===== config.mk =====
export PLATFORM = sky130hd
export DESIGN_NAME = match_controller
export DESIGN_NICKNAME = d
export VERILOG_FILES = /design/src/rtl/game_pkg.sv /design/src/rtl/match_clock.sv /design/src/rtl/match_controller.sv
export SDC_FILE = /design/constraint.sdc
export NUM_CORES = 1
export LEC_CHECK = 0
export CORE_MARGIN = 3
export CORE_UTILIZATION = 45
export CTS_BUF_LIST = sky130_fd_sc_hd__clkbuf_16
export CTS_CLUSTER_SIZE = 28
export DETAILED_ROUTE_END_ITERATION = 12
export PLACE_DENSITY = 0.67
export REMOVE_ABC_BUFFERS = 1
export SYNTH_ARGS = -nofsm -noshare
export SYNTH_HDL_FRONTEND = slang
export SYNTH_SLANG_ARGS = --single-unit

===== constraint.sdc =====
create_clock -name clk -period 3.2 [get_ports clk]
set_input_delay 0.48 -clock clk [delete_from_list [all_inputs] [get_ports clk]]
set_output_delay 0.48 -clock clk [all_outputs]
set_load 0.01 [all_outputs]

===== src/rtl/game_pkg.sv =====
// Shared types and constants for the head-soccer game datapath.
package game_pkg;

  typedef enum logic [2:0] {
    IDLE       = 3'd0,
    KICKOFF    = 3'd1,
    PLAY       = 3'd2,
    GOAL_PAUSE = 3'd3,
    OVER       = 3'd4
  } match_state_t;

  localparam logic [1:0] WINNER_NONE = 2'b00;
  localparam logic [1:0] WINNER_P1   = 2'b01;
  localparam logic [1:0] WINNER_P2   = 2'b10;
  localparam logic [1:0] WINNER_DRAW = 2'b11;

  localparam int SCREEN_W = 640;
  localparam int GOAL_W   = 48;
  localparam int FLOOR_Y  = 400;

endpackage


===== src/rtl/match_clock.sv =====
// Match clock: sub-second frame counter and seconds remaining.
module match_clock
  import game_pkg::*;
#(
  parameter int MATCH_SECONDS  = 90,
  parameter int FRAMES_PER_SEC = 60
) (
  input  logic       clk,
  input  logic       Reset,
  input  logic       run,
  input  logic       load,
  output logic [6:0] time_left,
  output logic       expire
);

  logic [7:0] sub;
  logic       wrap;

  assign wrap   = run && (sub == 8'(FRAMES_PER_SEC - 1));
  // High during the cycle whose closing edge steps time_left 1 -> 0.
  assign expire = wrap && (time_left == 7'd1);

  always_ff @(posedge clk or posedge Reset) begin
    if (Reset) begin
      sub       <= '0;
      time_left <= 7'(MATCH_SECONDS);
    end else if (load) begin
      sub       <= '0;
      time_left <= 7'(MATCH_SECONDS);
    end else if (run) begin
      if (wrap) begin
        sub <= '0;
        if (time_left != '0)
          time_left <= time_left - 7'd1;
      end else begin
        sub <= sub + 8'd1;
      end
    end
  end

endmodule


===== src/rtl/match_controller.sv =====
// Match sequencer: kickoff/play/pause/over FSM, scores and winner.
module match_controller
  import game_pkg::*;
#(
  parameter int WIN_SCORE      = 5,
  parameter int MATCH_SECONDS  = 90,
  parameter int FRAMES_PER_SEC = 60,
  parameter int KICKOFF_FRAMES = 60,
  parameter int PAUSE_FRAMES   = 120
) (
  input  logic       clk,
  input  logic       Reset,
  input  logic       start,
  input  logic       goal_p1,
  input  logic       goal_p2,
  output logic       freeze,
  output logic       respawn,
  output logic [3:0] score_p1,
  output logic [3:0] score_p2,
  output logic [6:0] time_left,
  output logic [2:0] state,
  output logic [1:0] winner,
  output logic       game_over
);

  match_state_t st, nxt;
  logic [7:0]   cnt, cnt_n;
  logic [3:0]   s1_n, s2_n;
  logic [1:0]   win_n;
  logic         start_q, start_edge;
  logic         clk_load, expire;

  assign start_edge = start && !start_q;
  assign state      = st;

  match_clock #(
    .MATCH_SECONDS (MATCH_SECONDS),
    .FRAMES_PER_SEC(FRAMES_PER_SEC)
  ) u_clock (
    .clk      (clk),
    .Reset    (Reset),
    .run      (st == PLAY),
    .load     (clk_load),
    .time_left(time_left),
    .expire   (expire)
  );

  always_comb begin
    nxt      = st;
    s1_n     = score_p1;
    s2_n     = score_p2;
    win_n    = winner;
    clk_load = 1'b0;
    unique case (st)
      IDLE, OVER: begin
        if (start_edge) begin
          nxt      = KICKOFF;
          s1_n     = '0;
          s2_n     = '0;
          win_n    = WINNER_NONE;
          clk_load = 1'b1;
        end
      end
      KICKOFF: begin
        if (cnt == 8'(KICKOFF_FRAMES - 1))
          nxt = PLAY;
      end
      PLAY: begin
        if (goal_p1 && score_p1 != 4'hf)
          s1_n = score_p1 + 4'd1;
        if (goal_p2 && score_p2 != 4'hf)
          s2_n = score_p2 + 4'd1;
        // A goal on the expiry edge still counts before the match ends.
        if (goal_p1 || goal_p2)
          nxt = (s1_n >= 4'(WIN_SCORE) || s2_n >= 4'(WIN_SCORE))
              ? OVER : GOAL_PAUSE;
        else if (expire)
          nxt = OVER;
      end
      GOAL_PAUSE: begin
        if (cnt == 8'(PAUSE_FRAMES - 1))
          nxt = KICKOFF;
      end
      default: nxt = IDLE;
    endcase

    if (nxt == OVER && st != OVER)
      win_n = (s1_n > s2_n) ? WINNER_P1
            : (s2_n > s1_n) ? WINNER_P2 : WINNER_DRAW;

    cnt_n = '0;
    if (nxt == st && (st == KICKOFF || st == GOAL_PAUSE))
      cnt_n = cnt + 8'd1;
  end

  always_ff @(posedge clk or posedge Reset) begin
    if (Reset) begin
      st        <= IDLE;
      cnt       <= '0;
      score_p1  <= '0;
      score_p2  <= '0;
      winner    <= WINNER_NONE;
      game_over <= 1'b0;
      freeze    <= 1'b1;
      respawn   <= 1'b0;
      // A button already held at reset release is not a new press.
      start_q   <= 1'b1;
    end else begin
      st        <= nxt;
      cnt       <= cnt_n;
      score_p1  <= s1_n;
      score_p2  <= s2_n;
      winner    <= win_n;
      game_over <= (nxt == OVER);
      freeze    <= (nxt != PLAY);
      respawn   <= (nxt == KICKOFF) && (st != KICKOFF);
      start_q   <= start;
    end
  end

endmodule


Yosys cells after proc, flatten, opt, wreduce, memory -nomap -nowiden:

Index checks and enable logic that the tools add are counted.

* equal/unequal tests: 16
* add/subtract/negate cells: 5
* bitwise gates (word level): 0
* div/mod/pow operators: 0
* shifts and indexed selects: 0
* $mul: 0
* reductions and logical operators: 22
* magnitude comparators: 4
* muxes and demuxes: 30

Operators with widths (number)
* $mux W8: 4
* $mux W7: 4
* $mux W4: 6
* $mux W3: 6
* $add A8 B1 Y8 const B: 2
* $eq A8 B6 Y1 const B: 2
* $pmux W4 S2: 2
* $pmux W3 S4: 1
* $reduce_bool A2 Y1: 5
* $add A4 B1 Y4 const B: 2
* $eq A8 B7 Y1 const B: 1
* $ge A4 B3 Y1 const B: 2
* $gt A4 B4 Y1: 2
* $logic_and A1 B1 Y1: 8
* $mux W2: 4
* $ne A4 B4 Y1 const B: 2
* $eq A7 B1 Y1 const B: 1
* $reduce_bool A7 Y1: 1
* $sub A7 B1 Y7 const B: 1
* $eq A3 B1 Y1 const B: 2
* $eq A3 B2 Y1 const B: 2
* $eq A3 B3 Y1 const B: 2
* $eq A3 B3 Y1: 1
* $logic_not A3 Y1: 1
* 9 further kinds: 13

* logic and storage cells: 88
* bits in latches: 0
* memories: 0
* register bits after elaboration: 40
* output and inout port bits: 23
* memory bits (writable): 0
* memory bits (read-only): 0
* input port bits: 5

Logic depth before layout (Yosys ltp):

Gate-level depths: netlist of run 1.

* word-level depth: 13
* mapped depth: 14
* depth with buffers taken out: 13

Cells and area by module:

A second synthesis of run 1 with hierarchy kept.

* cell total of the unflattened synthesis: 242
* area, all modules: 2316.0 µm²

By module, submodules not included
* match_controller: area each 1467.7 µm², cells an instance 155, sequential area each 628.1 µm², times used 1
* match_clock: area each 848.3 µm², cells an instance 87, sequential area each 380.4 µm², times used 1

Worst setup path after synthesis of run 1:

Ideal clock, no wire load.

* path kind: register to register
* from: reg st[1], in the netlist state[1]
* to: reg winner[0]
* library setup time: 0.079 ns
* required time: 3.121 ns
* arrival: 2.406 ns
* cell stages (with the launch flop): 12
* slack: 0.714 ns
* path buffers: 0
* period minus slack after synthesis: 2.486 ns
* cell sequence: dfrtp_1 or4_4 nand2_1 o21ai_0 a32o_1 ha_1 nor2b_1 o21ai_0 nand2b_1 a21oi_1 a41oi_1 mux2i_1

* elaborated cells on any way between the ends: 27
* classes of those cells: order compare: 2; eq/ne: 6; mux: 11; reduce/logical: 8

RTL lines
* start, declared: line match_controller.sv:26 `match_state_t st, nxt;`
* start signal, assigned: line match_controller.sv:109 `st <= nxt;`
* $eq A3 B3 Y1 or $logic_not A3 Y1 (tied branches): line match_controller.sv:54 `unique case (st)`
* $reduce_or A2 Y1: line match_controller.sv:54
* $pmux W4 S2 *: line match_controller.sv:54
* named net s2_n[1]: line match_controller.sv:28 `logic [3:0] s1_n, s2_n;`
* $gt A4 B4 Y1: line match_controller.sv:89 `: (s2_n > s1_n) ? WINNER_P2 : WINNER_DRAW;`
* $mux W1: line match_controller.sv:89
* $mux W2 *: line match_controller.sv:88 `win_n = (s1_n > s2_n) ? WINNER_P1`
* $mux W2 *: line match_controller.sv:87 `if (nxt == OVER && st != OVER)`
* end signal, assigned: line match_controller.sv:113 `winner <= win_n;`
* end, declared: line match_controller.sv:22 `output logic [1:0] winner,`

Mark *: on every way through the listed nets, which the timed path passes. The rest lies on a longest branch.
A chain may end at the register's enable or synchronous reset.

Final worst setup path of run 1:

* from: in start
* to: reg winner[0]

* longest elaborated chain between the ends: 7
* elaborated cells on any way between the ends: 17
* classes of those cells: order compare: 2; eq/ne: 1; mux: 9; reduce/logical: 5

Ends and longest elaborated chain
* start, declared: line match_controller.sv:13 `input logic start,`
* $logic_and A1 B1 Y1 *: line match_controller.sv:33 `assign start_edge = start && !start_q;`
* $mux W4 or $mux W3 (tied branches): line match_controller.sv:56 `if (start_edge) begin`
* $pmux W4 S2 or $pmux W3 S4 (tied branches): line match_controller.sv:54
* $gt A4 B4 Y1 or $eq A3 B3 Y1 (tied branches): line match_controller.sv:89, match_controller.sv:87
* $mux W1 or $logic_and A1 B1 Y1 (tied branches): line match_controller.sv:89, match_controller.sv:87
* $mux W2 or $reduce_bool A2 Y1 (tied branches)
* $mux W2 or $reduce_and A2 Y1 (tied branches)

Every way passes the cells marked *; elsewhere a longest branch is shown, timed or not.

==> results of run 1 <==
-- per-stage QoR --
| stage | std cells | area (sq um) | power [mW] |
|---|---|---|---|
| after CTS | 337 | 2790 | 1.93 |
| after global placement | 329 | 2630 | 1.35 |
| after global routing | 337 | 2790 | 2.03 |
| after floorplan | 229 | 2230 | 1.11 |
| after detailed placement | 329 | 2630 | 1.36 |
| final | 337 | 2790 | 1.90 |
-- worst min path at each step --
stage | to | depth (start not counted) | start | slack, ns
CTS | cnt[0] | 1 | cnt[0] | 0.46
global placement | cnt[0] | 1 | cnt[0] | 0.44
global route | cnt[0] | 1 | cnt[0] | 0.48
detailed placement | cnt[0] | 1 | cnt[0] | 0.45
floorplan | cnt[0] | 1 | cnt[0] | 0.43
finish | cnt[0] | 1 | cnt[0] | 0.46
-- registers in the layout, summed over array words and instances (netlist names), 2 cells and up --
signal,count
winner,2
u_clock.time_left,7
score_p2,4
score_p1,4
state,3
u_clock.sub,8
cnt,8
-- cell type report --
cell class | instances | area, sq um | share of cell area (%)
repair buffers | 33 | 315 | 11.3
multi-input cells | 177 | 1180 | 42.1
well taps | 67 | 83.8 | 3.00
inverters | 12 | 45.0 | 1.61
clock inverters | 3 | 38.8 | 1.39
clock buffers | 5 | 125 | 4.48
flip-flops and latches | 40 | 1010 | 36.1
-- power by group --
group          switching [mW]  total (mW)  internal, mW
Sequential              0.157       0.802         0.645
Clock                   0.190       0.553         0.363
Combinational           0.269       0.550         0.281
-- per-layer routing --
| layer | GRT usage [%] | routed length, um | up-vias |
|---|---|---|---|
| met5 | 0 | 0 | - |
| met4 | 4.35 | 37 | 0 |
| met3 | 5.16 | 174 | 5 |
| met2 | 28.5 | 2280 | 32 |
| met1 | 22.7 | 2360 | 886 |
| li1 | - | - | 912 |
-- cell usage in the layout (no fill, tap or decap), types with 3 or more instances in the layout --
cell,count
dfrtp_1,34
clkdlybuf4s50_1,27
nor2_1,24
nand2_1,23
o21ai_0,18
inv_1,13
nand3_1,12
ha_1,11
xor2_1,10
and3_1,9
a21oi_1,9
nand4_1,6
dfstp_2,6
buf_4,6
a31oi_1,5
clkbuf_16,5
nand2b_1,4
nor2b_1,4
nor3_1,3
mux2i_1,3
xnor2_1,3
-- cell families (layout without fill, tap and decap cells) --
logic type	after synthesis	count (layout)	share of synthesized area (%)
flip-flops	40	40	44.7
AND/OR/NAND/NOR	97	97	23.5
AO/OA/AOI/OAI	52	52	15.7
adder cells (fa/ha/maj)	11	11	6.10
buffers and inverters	17	53	3.05
multiplexers	4	4	1.83
XOR/XNOR	13	13	5.05
==> flow_summary_export.csv, run 1 <==
group,metric,value,unit
global_routing,grt_pass1_vias,1759,
worst_setup_path,end_kind,"flip-flop",
synthesis,synthesis.area,2250,sq um
die,die_w,76.8,um
layout,fillers,421,
timing,rsz0062_at_grt,"false",
worst_setup_path,r2r_slack,0.51,ns
worst_setup_path,startpoint,"start",
die,ios,28,
drt,firstDrtPassIters,4,
worst_setup_path,start_kind,"input port",
layout,final_util,58.4,%
die,dieArea,5900,sq um
clock_network,numCtsBuffers,5,
global_routing,overflow,0,
worst_setup_path,path_max_fanout,3,
synthesis,synth_top_area_cell,"dfrtp_1",
timing,worst_slew_pin_slew,0.508,ns
synthesis,synthArstFlopShare,100,%
clock_network,cts_hold_buffers,0,
global_routing,antenna_found_initial,0,
drt,wl,4.85,mm
worst_setup_path,crit_family,"compound AO/OA/AOI/OAI gates",
min_path,hold_path_class,"flip-flop to flip-flop",
clock_network,clk_pin_slew,0.06,ns
timing,finalCriticalPeriod,2.86,ns
worst_setup_path,path_depth,13,
drt,drt_iter0_drc,153,
worst_setup_path,max_stage_delay,0.51,ns
worst_setup_path,critPathBufInv,2,
synthesis,synthTopCellsByCount,"dfrtp_1 (34), nor2_1 (24), nand2_1 (23)",
worst_setup_path,crit_path_end,"winner[0]",
status,status,"finished clean",
layout,drive_gt1_share,11.1,%
global_routing,grt_max_degree,41,
worst_setup_path,reg2reg_depth,11,
synthesis,ys_seq_area_share,44.7,%
placement,place_ws,0.0609,ns
worst_setup_path,cp.required,3.40,ns
timing,worst_hold_slack,0.461,ns
synthesis,synth.ff_latch_count,40,
worst_setup_path,r2r-start,"state[1]",
clock_network,root_buffer,"clkbuf_16",
synthesis,ys_warn_count,0,
timing,finalCritPeriodShare,89.5,%
clock_network,cts_htree_levels,2,
die,start_util,47.1,%
clock_network,clk_path_buf_depth,2,
power_and_ir_drop,ir_drop,0.314,mV
drt,ant_nets,0,
global_routing,grt_usage,17.5,%
synthesis,synth_edf_count,0,
drt,avgViaCountPerCell,5.45,
timing,hold_violations,0,
worst_setup_path,critPathSlowestCell,"clkdlybuf4s50_1",
clock_network,cts_setup_buffers,0,
clock_network,cts_tree,"done",
drt,num_vias,1835,
clock_network,clock_latency,0.28,ns
clock_network,post_cts_resize_count,0,
synthesis,yosys.cell_count.top_type,"dfrtp_1",
layout,nets,285,
layout,diodes,0,
worst_setup_path,cp.arrival,3.07,ns
flow_run,cap_violations,0,
worst_setup_path,crit_type,"input port to flip-flop",
die,core_area,4790,sq um
timing,relSlewSlack,66.1,%
global_routing,grt_pass1_wl,8.21,mm
timing,fmax,349,MHz
timing,setup_ws,0.337,ns
placement,place_congestion,0.873,
drt,post_drt_wl_per_cell,14.4,um
die,rows,25,
timing,setup_violations,0,
worst_setup_path,worstPathCellList,"clkdlybuf4s50_1, inv_1, or4_4, nand2_1, o21ai_0, a2bb2oi_1, ha_1, nor2b_1, o21ai_0, nand2b_1, a21oi_1, a41oi_1, mux2i_1",
clock_network,cts_sinks,40,
placement,port_buffers,27,
worst_setup_path,cp_common_cell,"o21ai_0",
timing,skew,0.00432,ns
synthesis,yosysUniqueCellTypes,48,
drt,route.detailed.drc,0,
synthesis,synth_flop_cell,"dfrtp_1",
power_and_ir_drop,power_leakage,1.25,nW
timing,slew_viol_final,0,
power_and_ir_drop,p_per_area,682,nW/um^2
layout,area_delta_synth_final,23.9,%
synthesis,syn_avg_cell_area,9.64,sq um
die,fp.dieH,76.8,um
synthesis,synth.area.top_cells,"dfrtp_1 (38%), dfstp_2 (7.0%), ha_1 (6.1%)",
worst_setup_path,reg2reg_to,"winner[0]",
placement,hpwl,3.49,mm
synthesis,synth_top_area_share,37.7,%
timing,setup_tns,0,ns
synthesis,syn-instance-count,234,
(Power assumes the default switching activity.)
==> run 2, diff against run 1 <==
--- a/config.mk
+++ b/config.mk
@@ -7,2 +7,3 @@
 export LEC_CHECK = 0
+export CAP_MARGIN = 15
 export CORE_MARGIN = 3
@@ -16,2 +17,3 @@
 export SYNTH_HDL_FRONTEND = slang
+export SYNTH_HIERARCHICAL = 1
 export SYNTH_SLANG_ARGS = --single-unit
--- a/constraint.sdc
+++ b/constraint.sdc
@@ -3,2 +3,2 @@
 set_output_delay 0.48 -clock clk [all_outputs]
-set_load 0.01 [all_outputs]
+set_load 0.05 [all_outputs]
==> flow_summary_export.csv, run 2 <==
group,metric,value,unit
status,status,"finished clean",
die,fp.dieH,77.7,um
power_and_ir_drop,p_clk_share,21.7,%
synthesis,yosysUniqueCellTypes,57,
timing,setup_violations,0,
timing,fmax,376,MHz
synthesis,synthesis.area,2320,sq um
worst_setup_path,reg2reg_to,"winner[0]",
global_routing,grt_pass1_vias,1807,
timing,skew,0.00825,ns
worst_setup_path,r2r-start,"state[1]",
placement,port_buffers,27,
synthesis,synth.ff_latch_count,40,
layout,mostFrequentLayoutCell,"dfrtp_1",
placement,dpl_cell_area,2640,sq um
layout,stdcell_area,2800,sq um
timing,relSlewSlack,34.2,%
worst_setup_path,end_kind,"flip-flop",
synthesis,synth_top_area_cell,"dfrtp_1",
placement,place_congestion,0.837,
layout,fillers,425,
die,ios,28,
die,start_util,47.8,%
power_and_ir_drop,ir_drop,0.450,mV
layout,final_util,57.8,%
layout,diodes,0,
timing,worst_hold_slack,0.452,ns
synthesis,synth.area.top_cells,"dfrtp_1 (37%), dfstp_2 (6.8%), ha_1 (5.9%)",
worst_setup_path,path_max_fanout,16,
power_and_ir_drop,p_per_area,909,nW/um^2
clock_network,cts_hold_buffers,0,
synthesis,ys_warn_count,6,
power_and_ir_drop,total_power,2.55,mW
global_routing,grt_pass1_wl,8.36,mm
power_and_ir_drop,p_sw,1.09,mW
layout,area_delta_synth_final,21.0,%
clock_network,clk_path_buf_depth,2,
layout,nets,286,
layout,reg_top3,"cnt: 8 flops, u_clock/sub: 8 flops, u_clock/time_left: 7 flops",
timing,finalCriticalPeriod,2.66,ns
power_and_ir_drop,pwr-share-seq,32.6,%
drt,num_vias,1813,
power_and_ir_drop,intPower,1.46,mW
timing,hold_violations,0,
drt,ant_nets,0,
drt,avgViaCountPerCell,5.36,
clock_network,root_buffer,"clkbuf_16",
global_routing,overflow,0,
layout,stdcell_count,338,
global_routing,antenna_found_initial,0,
placement,place_ws,0.423,ns
die,rows,25,
synthesis,synth_flop_cell,"dfrtp_1",
clock_network,cts_sinks,40,
worst_setup_path,r2r_slack,0.54,ns
clock_network,numCtsBuffers,5,
timing,worst_slew_pin_slew,0.986,ns
drt,wl,4.78,mm
synthesis,synth_edf_count,0,
worst_setup_path,crit_path_end,"winner[0]",
layout,final_cell_mix,"dfrtp_1 (34), nor2_1 (29), clkdlybuf4s50_1 (27)",
synthesis,yosys.cell_count.top_type,"dfrtp_1",
clock_network,cts_setup_buffers,0,
power_and_ir_drop,power_leakage,1.24,nW
clock_network,post_cts_resize_count,0,
worst_setup_path,startpoint,"state[1]",
timing,setup_tns,0,ns
worst_setup_path,cp.arrival,2.81,ns
synthesis,syn-instance-count,242,
placement,place_inst,330,
worst_setup_path,reg2reg_depth,11,
drt,firstDrtPassIters,4,
drt,post_drt_wl_per_cell,14.1,um
timing,rsz0062_at_grt,"false",
power_and_ir_drop,p_sw_share,42.6,%
die,die_w,77.7,um
worst_setup_path,start_kind,"flip-flop",
global_routing,grt_usage,17.1,%
synthesis,ys_seq_area_share,43.5,%
clock_network,clock_latency,0.28,ns
global_routing,grt_max_degree,26,
layout,drive_gt1_share,10.7,%
timing,setup_ws,0.543,ns
min_path,hold_path_class,"flip-flop to flip-flop",
synthesis,syn_avg_cell_area,9.57,sq um
clock_network,cts_tree,"done",
die,dieArea,6040,sq um
timing,finalCritPeriodShare,83.0,%
power_and_ir_drop,combPwrFrac,45.7,%
synthesis,synthTopCellsByCount,"dfrtp_1 (34), nor2_1 (29), nand2_1 (18)",
clock_network,clk_pin_slew,0.06,ns
synthesis,synth_top_area_share,36.7,%
clock_network,cts_htree_levels,2,
placement,hpwl,3.38,mm
drt,drt_iter0_drc,113,
drt,route.detailed.drc,0,
timing,slew_viol_final,0,
die,core_area,4850,sq um
flow_run,cap_violations,0,
worst_setup_path,crit_type,"flip-flop to flip-flop",
worst_setup_path,cp.required,3.36,ns
synthesis,synthArstFlopShare,100,%
run 2: cell count changes after synthesis, sizes merged, moves of 4 or more:
| cell | before | now |
|---|---|---|
| o21ai | 19 | 10 |
| and3 | 9 | 2 |
| inv | 12 | 17 |
| nand2 | 23 | 18 |
| nand2b | 4 | 9 |
| a21oi | 9 | 13 |
| mux2i | 3 | 7 |
| nor2 | 25 | 29 |
| nor3b | 4 | 0 |
| o2111ai | 0 | 4 |
| xnor2 | 3 | 7 |
| xor2 | 10 | 6 |
run 2: kinds of logic after synthesis:
logic type,after synthesis,synth area share [%]
buffers and inverters,25,5.13
muxes,8,3.51
DFF,40,43.5
AOI/OAI and AO/OA,49,14.6
xor gates and xnor gates,13,4.92
and+or+nand+nor,96,22.4
adders and majority gates,11,5.94
run 2: how the worst min path moves through the flow:
stage	cells past startpoint	startpoint	slack, ns	endpoint
after floorplan	1	Reset	0.38	u_clock/sub[0]
after global placement	1	cnt[0]	0.44	cnt[0]
after detailed placement	1	cnt[0]	0.45	cnt[0]
after CTS	1	cnt[0]	0.46	cnt[0]
after global routing	1	cnt[0]	0.49	cnt[0]
final	1	cnt[0]	0.45	cnt[0]
run 2: cell type report:
type / count / area, sq um / area share (%)
Sequential cell: 40 / 1010 / 36.0
Inverter: 18 / 80.1 / 2.86
Clock buffer: 5 / 125 / 4.46
Timing Repair Buffer: 28 / 278 / 9.91
Tap cell: 67 / 83.8 / 2.99
Clock inverter: 3 / 38.8 / 1.38
Multi-Input combinational cell: 177 / 1190 / 42.4
run 2: power by group through the flow:
stage / clock network [mW] / logic [mW] / registers (mW)
2_1_floorplan: 0 / 0.540 / 1.11
4_1_cts: 0.571 / 1.17 / 0.829
6_report: 0.554 / 1.17 / 0.830
3_5_place_dp: 0 / 1.16 / 0.835
5_1_grt: 0.593 / 1.26 / 0.858
3_3_place_gp: 0 / 1.14 / 0.836
run 2: metal layers:
layer | part of all wire, % | track usage (%) | vias to the layer above
met4 | 1.1 | 5.34 | 0
met5 | 0 | 0 | -
met3 | 3.0 | 3.94 | 4
met1 | 49 | 22.4 | 870
li1 | - | - | 913
met2 | 47 | 27.8 | 26
run 2: critical path, cell delays in order (launching register included):
cell,delay [ns]
dfrtp_1,0.46
inv_2,0.06
or3_1,0.54
clkinv_8,0.17
mux2i_1,0.23
nand2_1,0.09
o21a_1,0.11
ha_1,0.30
a21oi_1,0.07
o21a_1,0.21
a41oi_1,0.19
mux2i_1,0.10
==> run 3, diff against run 2 <==
- PLACE_DENSITY: 0.67 -> 0.69
- clock period: 3.2 -> 2.35 ns (I/O delays scaled with it)
==> flow_summary_export.csv, run 3 (synthesis results as in run 2) <==
group,metric,value,unit
drt,route.detailed.drc,0,
worst_setup_path,start_kind,"flip-flop",
die,core_area,4850,sq um
power_and_ir_drop,ir_drop,0.846,mV
timing,hold_violations,0,
timing,setup_violations,0,
timing,setup_tns,0,ns
timing,rsz0062_at_grt,"true",
placement,place_ws,-0.227,ns
timing,relSlewSlack,60.4,%
layout,nets,313,
clock_network,clk_pin_slew,0.06,ns
worst_setup_path,end_kind,"flip-flop",
power_and_ir_drop,power_leakage,1.41,nW
timing,fmax,439,MHz
placement,place_congestion,0.854,
min_path,hold_path_class,"flip-flop to flip-flop",
timing,slew_viol_final,0,
die,start_util,47.8,%
clock_network,numCtsBuffers,5,
power_and_ir_drop,pwr-share-seq,27.8,%
global_routing,grt_pass1_wl,8.27,mm
clock_network,clk_path_buf_depth,2,
drt,avgViaCountPerCell,5.35,
global_routing,antenna_found_initial,0,
global_routing,grt_max_degree,26,
worst_setup_path,cp.arrival,2.44,ns
power_and_ir_drop,p_clk_share,22.3,%
drt,ant_nets,0,
status,status,"finished clean",
power_and_ir_drop,p_per_area,1230,nW/um^2
timing,worst_hold_slack,0.473,ns
global_routing,overflow,0,
layout,diodes,0,
worst_setup_path,crit_type,"flip-flop to flip-flop",
die,ios,28,
power_and_ir_drop,intPower,2.31,mW
worst_setup_path,cp.required,2.51,ns
clock_network,clock_latency,0.28,ns
drt,post_drt_wl_per_cell,13.9,um
global_routing,grt_pass1_vias,1782,
drt,num_vias,1951,
timing,finalCritPeriodShare,97.0,%
layout,fillers,388,
power_and_ir_drop,p_sw,1.57,mW
layout,reg_top3,"cnt: 8 flops, u_clock/sub: 8 flops, u_clock/time_left: 7 flops",
clock_network,cts_tree,"done",
placement,dpl_cell_area,2810,sq um
die,die_w,77.7,um
clock_network,cts_sinks,40,
drt,wl,5.09,mm
timing,setup_ws,0.0704,ns
die,fp.dieH,77.7,um
timing,worst_slew_pin_slew,0.593,ns
timing,finalCriticalPeriod,2.28,ns
layout,stdcell_area,3150,sq um
clock_network,root_buffer,"clkbuf_16",
layout,drive_gt1_share,24.8,%
die,rows,25,
layout,area_delta_synth_final,36.0,%
flow_run,cap_violations,0,
layout,multi_input_area,1310,sq um
placement,hpwl,3.51,mm
worst_setup_path,path_max_fanout,8,
power_and_ir_drop,p_sw_share,40.5,%
drt,firstDrtPassIters,4,
drt,drt_iter0_drc,60,
layout,seq_area,1010,sq um
clock_network,cts_htree_levels,2,
layout,final_cell_mix,"dfrtp_1 (34), nor2_1 (28), buf_4 (28)",
die,dieArea,6040,sq um
global_routing,grt_usage,17.3,%
layout,mostFrequentLayoutCell,"dfrtp_1",
power_and_ir_drop,combPwrFrac,50.0,%
placement,port_buffers,27,
timing,skew,0.00550,ns
-- run 3: path summary, 6_finish.rpt --
check | startpoint | endpoint | slack (ns) | depth (start not counted)
max in group asynchronous | Reset | u_clock/sub[0] | 1.47 | 2
max | state[1] | winner[0] | 0.07 | 11
min reg2reg | cnt[0] | cnt[0] | 0.47 | 1
min | cnt[0] | cnt[0] | 0.47 | 1
min in group asynchronous | Reset | cnt[0] | 0.49 | 3
max reg2reg | state[1] | winner[0] | 0.07 | 11
-- run 3: power by group through the flow --
stage	Combinational (mW)	Clock (mW)	Sequential [mW]
after CTS	1.82	0.887	1.07
after floorplan	0.735	0	1.51
after global routing	2.10	0.911	1.11
after global placement	1.72	0	1.08
after detailed placement	1.74	0	1.08
final	1.94	0.864	1.08
-- run 3: worst max-delay path: stages (launching register included) --
cell	delay, ns
dfrtp_1	0.36
inv_2	0.05
or3_4	0.47
clkinv_8	0.10
mux2i_4	0.22
nand2_1	0.09
o21a_1	0.13
ha_4	0.27
a21oi_2	0.04
o21a_1	0.18
a41oi_2	0.14
mux2i_1	0.08
-- run 3: timing repair --
item | CTS | global route
gates resized for setup | 3 | 20
buffers inserted | 1 | 4
pin swaps | 2 | 6
hold buffers | 0 | 0
endpoints found under the setup margin | 1 | 2
-- run 3: layer usage --
metal  global-route usage (%)  share of wire [%]  up-vias
li1                         -                  -      969
met1                     22.5                 48      945
met2                     28.1                 48       31
met3                     4.18                3.0        6
met4                     5.87                1.3        0
met5                        0                  0        -
-- run 3: layout make-up --
class	instances	share of cell area (%)
clock buffers	5	3.97
clock inverters	3	2.03
inverters	18	2.54
multi-input cells	177	41.5
flip-flops and latches	40	32.0
well taps	67	2.66
repair buffers	55	15.3
-- run 3: stage by stage --
stage          util (%)  instances  power, mW
4_1_cts            62.3        362       3.78
6_report           65.0        365       3.88
3_5_place_dp       58.0        353       2.82
3_3_place_gp       58.0        353       2.80
5_1_grt            65.0        365       4.12
2_1_floorplan         -        235       2.25
